==> src/rtl/clock_time_ctrl.sv <==
// Digital-clock timekeeping core: sec/min/hour counters, RUN/SET mode FSM, blink,
// and time-sharing of one external BCD splitter between the minute and hour displays.
//
// state        | meaning
// ST_RUN       | clock runs from tick, btn_inc ignored
// ST_SET_HOUR  | counters frozen, btn_inc steps hours, hour digits blink
// ST_SET_MIN   | counters frozen, btn_inc steps minutes, minute digits blink
module clock_time_ctrl #(
    parameter int unsigned SEC_MAX  = 59,
    parameter int unsigned MIN_MAX  = 59,
    parameter int unsigned HOUR_MAX = 23
) (
    input  logic       clk,
    input  logic       reset_,
    input  logic       tick,
    input  logic       btn_mode,
    input  logic       btn_inc,
    output logic [5:0] sec,
    output logic [5:0] minute,
    output logic [4:0] hour,
    output logic [1:0] mode,
    output logic       blank_hour,
    output logic       blank_min,
    output logic [5:0] conv_val,
    input  logic [3:0] conv_dig0,
    input  logic [3:0] conv_dig1,
    output logic [3:0] min_d0,
    output logic [3:0] min_d1,
    output logic [3:0] hr_d0,
    output logic [3:0] hr_d1
);

    typedef enum logic [1:0] {
        ST_RUN      = 2'd0,
        ST_SET_HOUR = 2'd1,
        ST_SET_MIN  = 2'd2
    } mode_e;

    localparam logic [5:0] SEC_LAST  = 6'(SEC_MAX);
    localparam logic [5:0] MIN_LAST  = 6'(MIN_MAX);
    localparam logic [4:0] HOUR_LAST = 5'(HOUR_MAX);

    mode_e      mode_q, mode_d;
    logic [5:0] sec_q, sec_d;
    logic [5:0] min_q, min_d;
    logic [4:0] hour_q, hour_d;
    logic       blink_q, blink_d;
    logic       inc_ok;

    logic       phase_q;
    logic [5:0] conv_val_q;
    logic [1:0] tag_q;
    logic [1:0] valid_q;
    logic [3:0] min_d0_q, min_d1_q, hr_d0_q, hr_d1_q;

    always_ff @(posedge clk) begin
        if (reset_) begin
            mode_q <= ST_RUN;
        end else begin
            mode_q <= mode_d;
        end
    end

    always_comb begin
        mode_d = mode_q;
        if (btn_mode) begin
            case (mode_q)
                ST_RUN:      mode_d = ST_SET_HOUR;
                ST_SET_HOUR: mode_d = ST_SET_MIN;
                default:     mode_d = ST_RUN;
            endcase
        end
    end

    // A mode press swallows a coincident increment.
    assign inc_ok = btn_inc & ~btn_mode & (mode_q != ST_RUN);

    always_comb begin
        sec_d   = sec_q;
        min_d   = min_q;
        hour_d  = hour_q;
        blink_d = blink_q;

        if ((mode_q == ST_RUN) && tick) begin
            if (sec_q == SEC_LAST) begin
                sec_d = '0;
                if (min_q == MIN_LAST) begin
                    min_d  = '0;
                    hour_d = (hour_q == HOUR_LAST) ? '0 : hour_q + 5'd1;
                end else begin
                    min_d = min_q + 6'd1;
                end
            end else begin
                sec_d = sec_q + 6'd1;
            end
        end

        if (inc_ok) begin
            if (mode_q == ST_SET_HOUR) begin
                hour_d = (hour_q == HOUR_LAST) ? '0 : hour_q + 5'd1;
            end else begin
                min_d = (min_q == MIN_LAST) ? '0 : min_q + 6'd1;
            end
        end

        // Entering SET_HOUR zeroes seconds even if a tick lands on the same edge.
        if (btn_mode && (mode_q == ST_RUN)) begin
            sec_d = '0;
        end

        if (btn_mode || inc_ok) begin
            blink_d = 1'b0;
        end else if (tick && (mode_q != ST_RUN)) begin
            blink_d = ~blink_q;
        end
    end

    always_ff @(posedge clk) begin
        if (reset_) begin
            sec_q   <= '0;
            min_q   <= '0;
            hour_q  <= '0;
            blink_q <= 1'b0;
        end else begin
            sec_q   <= sec_d;
            min_q   <= min_d;
            hour_q  <= hour_d;
            blink_q <= blink_d;
        end
    end

    // Splitter sharing: phase 0 sends minutes, phase 1 sends hours; the tag rides
    // alongside for two edges so returning digits land in the right pair.
    always_ff @(posedge clk) begin
        if (reset_) begin
            phase_q    <= 1'b0;
            conv_val_q <= '0;
            tag_q      <= '0;
            valid_q    <= '0;
            min_d0_q   <= '0;
            min_d1_q   <= '0;
            hr_d0_q    <= '0;
            hr_d1_q    <= '0;
        end else begin
            phase_q    <= ~phase_q;
            conv_val_q <= phase_q ? {1'b0, hour_q} : min_q;
            tag_q      <= {tag_q[0], phase_q};
            valid_q    <= {valid_q[0], 1'b1};
            if (valid_q[1]) begin
                if (tag_q[1]) begin
                    hr_d0_q <= conv_dig0;
                    hr_d1_q <= conv_dig1;
                end else begin
                    min_d0_q <= conv_dig0;
                    min_d1_q <= conv_dig1;
                end
            end
        end
    end

    assign sec        = sec_q;
    assign minute     = min_q;
    assign hour       = hour_q;
    assign mode       = mode_q;
    assign blank_hour = (mode_q == ST_SET_HOUR) & blink_q;
    assign blank_min  = (mode_q == ST_SET_MIN) & blink_q;
    assign conv_val   = conv_val_q;
    assign min_d0     = min_d0_q;
    assign min_d1     = min_d1_q;
    assign hr_d0      = hr_d0_q;
    assign hr_d1      = hr_d1_q;

endmodule

==> config.mk <==
export PLATFORM = sky130hd
export DESIGN_NAME = clock_time_ctrl
export DESIGN_NICKNAME = d
export VERILOG_FILES = /design/src/rtl/clock_time_ctrl.sv
export SDC_FILE = /design/constraint.sdc
export NUM_CORES = 1
export LEC_CHECK = 0
export ABC_AREA = 1
export BUFFER_PORTS_ARGS = -buffer_cell sky130_fd_sc_hd__buf_2
export CAP_MARGIN = 15
export CORE_UTILIZATION = 45
export DETAILED_ROUTE_END_ITERATION = 16
export GPL_ROUTABILITY_DRIVEN = 0
export PLACE_DENSITY = 0.71
export SLEW_MARGIN = 20
export SYNTH_ARGS = -nofsm -noshare
export SYNTH_HDL_FRONTEND = slang
export SYNTH_SLANG_ARGS = --single-unit
==> constraint.sdc <==
create_clock -name clk -period 1.53 [get_ports clk]
set_input_delay 0.0765 -clock clk [delete_from_list [all_inputs] [get_ports clk]]
set_output_delay 0.0765 -clock clk [all_outputs]
set_load 0.02 [all_outputs]
==> results.txt <==
----------------------------------------------------
[Status]
  Run status ... completed

[Timing]
  Final hold violations ... 0
  Post-route minimum period ... 1.38 ns
  Unrepaired setup endpoints after global routing ... false
  Slew headroom ... 0.764
  Final max-slew violation count ... 0
  Final setup TNS ... 0 ns
  Post-Route Skew ... 0.00851 ns
  Highest clock rate ... 725 MHz
  Final Cycle Share ... 0.901
  Slew at the pin closest to its max-slew limit ... 0.351 ns
  Final setup vio count ... 0

[Critical path]
  Library cell contributing the largest single delay on the critical path ... dfxtp_1
  Dominant cell type by count on the critical path ... nand3_1
  Cell family with most CP delay ... simple AND/OR/NAND/NOR gates
  Kind of end point of the critical path ... flop
  Largest stage delay on the critical path ... 0.39 ns
  Critical Path RT ... 1.74 ns
  Largest fanout of any net on the critical path ... 4
  CP cell instances ... ha_2 -> nand3_1 -> nor2_2 -> nand3_1 -> nand2_2 -> o21ai_1 -> nand2_1 -> nor2_1
  CP arrival ... 1.59 ns
  Critical path class ... flop to flop
  Worst Path Buf+Inv ... 0
  Startpoint class of the critical path ... flop

[Floorplanning]
  Effective utilization at floorplan ... 0.470
  Area of the core ... 0.00403 mm²
  Number of top-level pins ... 56
  Die Ht ... 66.8 µm
  Std-Cell Rows ... 23
  Area of the die ... 0.00447 mm²
  Floorplan die width ... 66.8 µm

[Detailed routing]
  Drt first-iter violations ... 114
  Routed length per placed instance ... 11.4 µm
  Wire length on met2 ... 1.92 mm
  DRC errors left ... 0
  Remaining antenna violation count after routing ... 0
  Highest signal layer in the routed design ... met4
  Via density per instance ... 4.87
  WL final ... 4.14 mm
  Number of search-and-repair iterations in the first detailed-routing pass ... 4
  DR vias ... 1773
  Met3 WL ... 260 µm
  Routed length on met1 ... 1.86 mm

[Layout]
  Total of fill cells in the finished design ... 369
  Register area ... 943 µm²
  Syn-to-layout area delta ... 26.9%
  Fraction of final layout cells with drive strength greater than 1 ... 0.268
  Antenna Cells ... 0
  Multi-input gate area in the final layout ... 848 µm²
  Total Nets Final ... 329

[Clock tree]
  Hold-fix buffers at CTS ... 0
  Sink Count ... 47
  Cts repair resizes ... 0
  Root buffer selected by CTS ... clkbuf_8
  Post-CTS Setup Bufs ... 0
  Clock buffer depth ... 2
  Clk Latency, worst-skew pair ... 0.31 ns
  Clk pin slew, worst setup/hold paths ... 0.09 ns
  TritonCTS clock tree ... yes
  Number of levels in the clock H-tree ... 2
  Inserted Clock Buffers ... 5

[Global route]
  Via count of the first global-routing pass ... 1603
  Total global routing overflow ... 0
  Pin count of the biggest net entering global routing ... 19
  Antenna violations before repair ... 0
  Total routing usage reported by global routing ... 0.212
  Global-route wire length before repair ... 6.99 mm

[Pwr]
  Total power consumption of the routed design ... 2.56 mW
  P_leak ... 1.11 nW
  Worst-case vdd ir drop ... 605 µV
  Total power per unit cell area ... 1070 mW/mm²

[Logic synthesis]
  Post-Synthesis Mean Instance Area ... 7.63 µm²
  Post-synthesis async set-or-reset flop share ... 0
  Number of enable-type register cells in the synthesized netlist ... 0
  Post-synth net total ... 264
  Synthesized netlist cell count ... 248
  Portion of synthesized cell area occupied by the leading cell type ... 0.497
  Synth warnings ... 0
  Synth Flop Type ... dfxtp_1
  Netlist Area Pre-Place ... 0.00189 mm²
  Sequential element share of the synthesized area ... 0.497
  Post-synthesis cell type count ... 27
  Synth top area cells ... dfxtp_1 (50%), nor2_1 (12%), nand2_1 (6.9%), o21ai_0 (6.3%), inv_1 (4.6%)
  Top cell type by total area after synthesis ... dfxtp_1
  Number of synthesized register bits ... 47

[Placement]
  DPL Wire Length ... 3.03 mm
  PortBufs ... 55

[Job]
  Max cap viols ... 0

[Hold path]
  Worst hold path type ... input port to flop

----------------------------------------------------
[layer usage]
layer	vias up	global-route usage
met5	-	0
met4	0	0.112
met3	9	0.0479
met2	54	0.343
met1	788	0.260
li1	922	-
[flip-flops by register name, indices dropped and copies added (netlist names)]
register  cells
mode          2
hr_d0         4
tag_q         2
blink_q       1
min_d0        4
valid_q       2
minute        6
conv_val      6
hr_d1         4
min_d1        4
hour          5
phase_q       1
sec           6
[area by class of cell]
class / instances / area share
clock inverter: 2 / 0.0250
timing repair buffer: 60 / 0.130
inverter: 26 / 0.0417
clock buffer: 6 / 0.0302
multi-input combinational: 173 / 0.353
sequential: 47 / 0.393
tap: 50 / 0.0261
[metrics by stage]
step | hold slack (ns) | util | setup slack, ns | cell area [µm²] | cells
finish | 0.0119 | 0.596 | 0.151 | 2400 | 364
CTS | 0.00921 | 0.594 | 0.131 | 2390 | 364
detailed placement | 0.322 | 0.561 | 0.139 | 2260 | 356
global route | 0.0150 | 0.596 | 0.00837 | 2400 | 364
floorplan | 0.146 | - | 0.0891 | 1890 | 248
global placement | 0.313 | 0.561 | 0.165 | 2260 | 356
[layout by cell type (no fill, tap or decap), types with 2 or more instances in the layout]
cell       instances
o21ai_1            2
nand2_1           35
nand3_1           16
bufinv_16          2
inv_1             23
a21oi_1           11
nor3_1             4
xor2_1             3
clkbuf_8           5
dfxtp_2            2
dfxtp_1           45
o21ai_0           24
nor2_2             2
nor2_4             2
nand2_4            3
nor2_1            59
buf_2             55
ha_2               2
buf_4              5
[report_power, final]
part	leakage [nW]	internal [mW]	switching, mW	total [mW]
clock network	0.0654	0.653	0.417	1.07
logic	0.663	0.0687	0.138	0.207
registers	0.383	1.26	0.0224	1.28
total	1.11	1.98	0.577	2.56
[cell families (layout without fill, tap and decap cells)]
group / Yosys count / after routing / synth area share
AO/OA/AOI/OAI: 40 / 40 / 0.110
AND/OR/NAND/NOR: 127 / 127 / 0.302
adder cells (fa/ha/maj): 3 / 3 / 0.0198
flip-flops: 47 / 47 / 0.497
XOR/XNOR: 3 / 3 / 0.0139
buffers and inverters: 28 / 94 / 0.0569
[worst paths after layout]
| path | startpoint | endpoint | slack, ns | cells past startpoint |
|---|---|---|---|---|
| min reg2reg | valid_q[0]$_DFF_P_ | valid_q[1]$_SDFF_PP0_ | 0.40 | 2 |
| min | conv_dig1[0] | min_d1[0]$_SDFFE_PP0P_ | 0.01 | 3 |
| max reg2reg | minute[0]$_SDFF_PP0_ | hour[3]$_SDFF_PP0_ | 0.15 | 8 |
| max | minute[0]$_SDFF_PP0_ | hour[3]$_SDFF_PP0_ | 0.15 | 8 |
[synth_stat cells (all sizes together), types with 2 or more instances]
cell	instances
a21oi	12
clkbuf	2
dfxtp	47
ha	3
inv	25
nand2	39
nand3	17
nor2	63
nor3	4
nor3b	2
o21ai	26
xor2	3
[worst min-delay path, delay by kind of cell]
family	cells	cell delay, ns
simple gates	2	0.13
buf+inv	1	0.09
No activity file was read; power rests on OpenSTA's default activity.
